[src/rtl/gb_apu_channel_pulse_gen.sv]
// Game Boy APU pulse (square) channel generator.
//
// Produces a duty-cycled square wave whose amplitude follows a volume envelope,
// with an optional length counter and, when GB_APU_PULSE_SWEEP_EN is defined,
// a frequency sweep unit. Without the macro the sweep ports are ignored and the
// frequency timer reloads from the live frequency input.
//
// Ports:
//   clk, reset                        clock, synchronous active-high reset
//   clk_length_ctr/clk_vol_env/clk_sweep  single-cycle frame-sequencer ticks
//   sweep_time, sweep_decreasing, num_sweep_shifts  sweep controls
//   wave_duty                         duty pattern select
//   length                            length load value (counts 2^LEN_W - length)
//   initial_volume, envelope_increasing, num_envelope_sweeps  envelope controls
//   start                             trigger strobe
//   single                            length counter enable
//   frequency                         timer period value
//   level                             sample output (volume or 0)
//   enable                            channel active
module gb_apu_channel_pulse_gen #(
  parameter int unsigned FREQ_W    = 11,
  parameter int unsigned LEN_W     = 6,
  parameter int unsigned VOL_W     = 4,
  parameter int unsigned TIMER_DIV = 4
) (
  input  logic              clk,
  input  logic              reset,
  input  logic              clk_length_ctr,
  input  logic              clk_vol_env,
  input  logic              clk_sweep,
  input  logic [2:0]        sweep_time,
  input  logic              sweep_decreasing,
  input  logic [2:0]        num_sweep_shifts,
  input  logic [1:0]        wave_duty,
  input  logic [LEN_W-1:0]  length,
  input  logic [VOL_W-1:0]  initial_volume,
  input  logic              envelope_increasing,
  input  logic [2:0]        num_envelope_sweeps,
  input  logic              start,
  input  logic              single,
  input  logic [FREQ_W-1:0] frequency,
  output logic [VOL_W-1:0]  level,
  output logic              enable
);

  localparam int unsigned DivW = (TIMER_DIV > 1) ? $clog2(TIMER_DIV) : 1;
  localparam logic [DivW-1:0]  DivLast = DivW'(TIMER_DIV - 1);
  localparam logic [VOL_W-1:0] VolMax  = '1;

  logic              enable_q, enable_d;
  logic [LEN_W:0]    len_rem_q, len_rem_d;  // one extra bit: length=0 loads 2^LEN_W
  logic [VOL_W-1:0]  vol_q, vol_d;
  logic [2:0]        env_cnt_q, env_cnt_d;
  logic [FREQ_W-1:0] timer_q, timer_d;
  logic [DivW-1:0]   div_q, div_d;
  logic [2:0]        step_q, step_d;
  logic [7:0]        duty_pattern;

  // Sweep interface to the main next-state logic.
  logic [FREQ_W-1:0] reload_freq;
  logic              sweep_kill;
  logic              trig_block;

`ifdef GB_APU_PULSE_SWEEP_EN
  logic [FREQ_W-1:0] shadow_q, shadow_d;
  logic [2:0]        sweep_cnt_q, sweep_cnt_d;
  logic [FREQ_W:0]   sweep_delta, sweep_new, trig_sum;

  assign reload_freq = shadow_q;

  always_comb begin
    sweep_delta = {1'b0, shadow_q >> num_sweep_shifts};
    sweep_new   = sweep_decreasing ? ({1'b0, shadow_q} - sweep_delta)
                                   : ({1'b0, shadow_q} + sweep_delta);
    trig_sum    = {1'b0, frequency} + {1'b0, frequency >> num_sweep_shifts};
    // A trigger whose very first sweep step would overflow never starts.
    trig_block  = !sweep_decreasing && (num_sweep_shifts != 3'd0) && trig_sum[FREQ_W];

    shadow_d    = shadow_q;
    sweep_cnt_d = sweep_cnt_q;
    sweep_kill  = 1'b0;
    if (start) begin
      shadow_d    = frequency;
      sweep_cnt_d = sweep_time;
    end else if (enable_q && clk_sweep && (sweep_time != 3'd0)) begin
      if (sweep_cnt_q == 3'd1) begin
        sweep_cnt_d = sweep_time;
        if (!sweep_decreasing && sweep_new[FREQ_W]) begin
          sweep_kill = 1'b1;
        end else if (num_sweep_shifts != 3'd0) begin
          shadow_d = sweep_new[FREQ_W-1:0];
        end
      end else begin
        sweep_cnt_d = sweep_cnt_q - 3'd1;
      end
    end
  end

  always_ff @(posedge clk) begin
    if (reset) begin
      shadow_q    <= '0;
      sweep_cnt_q <= '0;
    end else begin
      shadow_q    <= shadow_d;
      sweep_cnt_q <= sweep_cnt_d;
    end
  end
`else
  logic unused_sweep_inputs;
  assign unused_sweep_inputs = ^{clk_sweep, sweep_time, sweep_decreasing, num_sweep_shifts};
  assign reload_freq = frequency;
  assign sweep_kill  = 1'b0;
  assign trig_block  = 1'b0;
`endif

  // Pattern bit n is the output for duty step n.
  always_comb begin
    duty_pattern = 8'b1000_0000;
    unique case (wave_duty)
      2'b00: duty_pattern = 8'b1000_0000;
      2'b01: duty_pattern = 8'b1000_0001;
      2'b10: duty_pattern = 8'b1110_0001;
      2'b11: duty_pattern = 8'b0111_1110;
      default: duty_pattern = 8'b1000_0000;
    endcase
  end

  assign level  = (enable_q && duty_pattern[step_q]) ? vol_q : '0;
  assign enable = enable_q;

  always_comb begin
    enable_d  = enable_q;
    len_rem_d = len_rem_q;
    vol_d     = vol_q;
    env_cnt_d = env_cnt_q;
    timer_d   = timer_q;
    div_d     = div_q;
    step_d    = step_q;

    if (start) begin
      // Trigger wins over any coincident tick; those ticks are dropped.
      enable_d  = !((initial_volume == '0) && !envelope_increasing) && !trig_block;
      len_rem_d = {1'b1, {LEN_W{1'b0}}} - {1'b0, length};
      vol_d     = initial_volume;
      env_cnt_d = num_envelope_sweeps;
      timer_d   = frequency;
      div_d     = '0;
      step_d    = 3'd0;
    end else if (enable_q) begin
      if (div_q == DivLast) begin
        div_d = '0;
        if (timer_q == '1) begin
          timer_d = reload_freq;
          step_d  = step_q + 3'd1;
        end else begin
          timer_d = timer_q + FREQ_W'(1);
        end
      end else begin
        div_d = div_q + DivW'(1);
      end

      if (clk_length_ctr && single && (len_rem_q != '0)) begin
        len_rem_d = len_rem_q - (LEN_W + 1)'(1);
        if (len_rem_q == (LEN_W + 1)'(1)) begin
          enable_d = 1'b0;
        end
      end

      if (clk_vol_env && (num_envelope_sweeps != 3'd0)) begin
        if (env_cnt_q == 3'd1) begin
          env_cnt_d = num_envelope_sweeps;
          if (envelope_increasing) begin
            if (vol_q != VolMax) vol_d = vol_q + VOL_W'(1);
          end else begin
            if (vol_q != '0) vol_d = vol_q - VOL_W'(1);
          end
        end else begin
          env_cnt_d = env_cnt_q - 3'd1;
        end
      end

      if (sweep_kill) begin
        enable_d = 1'b0;
      end
    end
  end

  always_ff @(posedge clk) begin
    if (reset) begin
      enable_q  <= 1'b0;
      len_rem_q <= '0;
      vol_q     <= '0;
      env_cnt_q <= '0;
      timer_q   <= '0;
      div_q     <= '0;
      step_q    <= '0;
    end else begin
      enable_q  <= enable_d;
      len_rem_q <= len_rem_d;
      vol_q     <= vol_d;
      env_cnt_q <= env_cnt_d;
      timer_q   <= timer_d;
      div_q     <= div_d;
      step_q    <= step_d;
    end
  end

endmodule

[config.mk]
export PLATFORM = sky130hd
export DESIGN_NAME = gb_apu_channel_pulse_gen
export DESIGN_NICKNAME = d
export VERILOG_FILES = /design/src/rtl/gb_apu_channel_pulse_gen.sv
export SDC_FILE = /design/constraint.sdc
export NUM_CORES = 1
export LEC_CHECK = 0
export BUFFER_PORTS_ARGS = -buffer_cell sky130_fd_sc_hd__buf_2
export CORE_MARGIN = 2
export CORE_UTILIZATION = 45
export DETAILED_ROUTE_END_ITERATION = 10
export PLACE_DENSITY = 0.8
export SLEW_MARGIN = 0
export SYNTH_ARGS = -nofsm -noshare
export SYNTH_HDL_FRONTEND = slang
export SYNTH_SLANG_ARGS = --single-unit
[constraint.sdc]
create_clock -name clk -period 2.3 [get_ports clk]
set_input_delay 0.23 -clock clk [delete_from_list [all_inputs] [get_ports clk]]
set_output_delay 0.23 -clock clk [all_outputs]
set_load 0.01 [all_outputs]
==> flow_metrics.py <==
metrics = {
    "yosys": {
        "yosysTopAreaCell": "dfxtp_1",
        "yosysUniqueCellTypes": 55,
        "synth_async_sr_flop_share_pct": 0,
        "netlist_top_cells_area": "dfxtp_1, ha_1, nor2_1, a21oi_1, nand2_1",
        "synth-edff-count": 0,
        "synthDominantCellAreaShare_pct": 28.85,
        "yosys_warnings": 0,
        "yosys-top-cells-count": "nor2_1, dfxtp_1, nand2_1",
        "syn_inst": 273,
        "ys.flop_type": "dfxtp_1",
        "netlist_area_sq_um": 2151,
        "yosysMostFrequentCell": "nor2_1",
        "synth_area_per_cell_sq_um": 7.878,
        "ys_seq_area_share_pct": 28.85,
        "synth_seq_cells": 31,
        "synth_fp_nets": 329,
    },
    "die": {
        "dieArea_sq_um": 5349,
        "core_sq_um": 4661,
        "io_pins": 46,
        "die_w_um": 73.14,
        "start_util_pct": 46.15,
        "row_count": 25,
        "die_h_um": 73.14,
    },
    "setup_path": {
        "r2r-start": "timer_q[1]",
        "critPathKind": "flip-flop to flip-flop",
        "critPathLaunchType": "flip-flop",
        "reg2reg_slack_ns": 0.23,
        "crit_start": "timer_q[1]",
        "arrival_ns": 2.20,
        "required_ns": 2.44,
        "endpoint_kind": "flip-flop",
        "cp_max_fo": 6,
    },
    "cells_and_area": {
        "antenna_cells": 0,
        "area_growth_pct": 15.18,
        "post-route-cell-area_sq_um": 2477,
        "utilization_pct": 53.15,
        "fillers": 448,
        "drive_gt1_share_pct": 19.29,
        "nets": 367,
        "register_area_sq_um": 620.6,
        "multi_input_area_sq_um": 1430,
    },
    "power_and_ir_drop": {
        "clockPowerShare_pct": 34.1,
        "max-vdd-ir-drop_mv": 0.4721,
        "p_leak_nw": 1.044,
        "intPower_uw": 911.2,
        "power.switching_uw": 365.8,
        "power.share.sequential_pct": 47.2,
        "switching_share_pct": 28.65,
        "p_per_area_nw_per_um2": 515.5,
        "p_total_mw": 1.277,
        "combPwrFrac_pct": 18.7,
    },
    "min_path": {
        "min_from": "frequency[1]",
        "min-delay-path-class": "input pin to flip-flop",
    },
    "timing": {
        "finalMaxSlewViolations": 0,
        "clock_skew_ns": 0.005004,
        "tightest_slew_ns": 0.5815,
        "period_needed_ns": 2.067,
        "hold_violations": 0,
        "setup_viol": 0,
        "rsz0062_at_grt": "no",
        "fin_crit_sh_pct": 89.88,
        "max_freq_mhz": 483.7,
        "tns_ns": 0,
        "setup_slack_ns": 0.2328,
        "max_slew_margin_pct": 61.23,
    },
    "global_routing": {
        "first_global_vias": 1962,
        "antenna_found_initial": 0,
        "grt_start_max_net_pins": 32,
        "grt_pass1_wl_um": 8411,
        "track_usage_pct": 19.66,
        "gr-total-overflow": 0,
    },
    "route": {
        "dr.pass1.iters": 4,
        "dr_total_vias": 2058,
        "drc": 0,
        "avgRoutedWirePerCell_um": 13.47,
        "viasPerCell": 5.638,
        "ant_nets": 0,
        "drt_wl_total_um": 4915,
        "drt_iter0_markers": 63,
    },
    "placed_design": {
        "gp_congestion": 0.8674,
        "placed_cell_area_sq_um": 2390,
        "portBuffers": 37,
        "pre_cts_slack_ns": 0.3111,
        "dp_hpwl_um": 3703,
    },
    "clocking": {
        "post_cts_buffers": 0,
        "postCtsHoldBufs": 0,
        "cts-root-buf": "clkbuf_8",
        "clk_latency_ns": 0.28,
        "htreeDepth": 2,
        "cts_sinks": 31,
        "cts_buffers": 5,
        "clk_path_buf_depth": 2,
        "cts_tree": "built",
        "cts_resized": 0,
        "path_clk_slew_ns": 0.06,
    },
    "outcome": {
        "status": "complete, no violations",
    },
    "run": {
        "cap_violations": 0,
    },
}
## worst max-delay path: stages, from the launching register on
cell and delay (ns):
dfxtp_1 0.42, ha_1 0.32, nand3_1 0.24, nor4_1 0.44, nor2_1 0.22, o22ai_1 0.21, a21oi_1 0.09
## cell usage in the layout, fill, tap and decap left out, drive strengths merged, types with 2 or more instances in the layout
| master | n |
|---|---|
| o22ai | 3 |
| nor4 | 2 |
| a31o | 2 |
| xor2 | 7 |
| nor2b | 5 |
| a21oi | 20 |
| o211ai | 3 |
| o41ai | 2 |
| or4 | 3 |
| o21a | 2 |
| clkbuf | 6 |
| mux2i | 4 |
| nor2 | 35 |
| dfxtp | 31 |
| nand3 | 12 |
| nand4b | 2 |
| a31oi | 4 |
| o21ai | 11 |
| and2 | 2 |
| nor3 | 13 |
| inv | 17 |
| nand3b | 4 |
| a22oi | 2 |
| a21o | 3 |
| a211oi | 8 |
| o32ai | 2 |
| buf | 40 |
| ha | 14 |
| and3 | 5 |
| xnor2 | 9 |
| or3 | 2 |
| nand2 | 22 |
## flip-flops by register name (all words and copies together) (netlist names)
signal and count:
len_rem_q 7, div_q 2, timer_q 11, step_q 3
vol_q 4, env_cnt_q 3, enable 1
## cell families (layout without fill, tap and decap cells)
kind of cell | count (synthesis) | count (layout) | synth area share (%)
and+or+nand+nor | 109 | 109 | 25.07
xor gates and xnor gates | 16 | 16 | 6.516
muxes | 5 | 5 | 2.385
adders and majority gates | 15 | 15 | 9.075
buffers and inverters | 26 | 64 | 4.654
AOI/OAI and AO/OA | 71 | 71 | 23.44
DFF | 31 | 31 | 28.85
## final cells by class
type | instances | share of cell area [%]
flip-flops and latches | 31 | 25.05
inverters | 17 | 2.576
clock inverters | 1 | 0.2020
clock buffers | 6 | 3.333
multi-input cells | 216 | 57.73
well taps | 54 | 2.727
repair buffers | 40 | 8.384
## power groups by stage
stage	clock, mW	sequential (mW)	combinational (mW)
floorplan	0	0.605	0.166
global placement	0	0.612	0.230
detailed placement	0	0.614	0.237
CTS	0.438	0.602	0.239
global route	0.468	0.608	0.269
finish	0.436	0.603	0.239
## path summary, 6_finish.rpt
| check | depth (start not counted) | endpoint |
|---|---|---|
| worst max register to register | 6 | timer_q[0] |
| worst max-delay path | 6 | timer_q[0] |
| worst min register to register | 2 | env_cnt_q[0] |
| worst min-delay path | 3 | timer_q[1] |
## per-stage QoR
stage,instances,hold slack [ns]
after CTS,365,0.2166
after floorplan,273,0.3790
after global routing,365,0.2314
after global placement,358,0.4801
final,365,0.2153
after detailed placement,358,0.4875
## layer usage
layer / global-route usage (%) / share of wire [%] / routed length (um) / vias up
met5: 0 / 0 / 0 / -
met4: 5.350 / 0.71 / 35 / 0
met3: 4.006 / 4.7 / 231 / 6
met2: 33.33 / 49 / 2412 / 54
met1: 25.26 / 45 / 2236 / 938
li1: - / - / - / 1060
(Power assumes the default switching activity.)
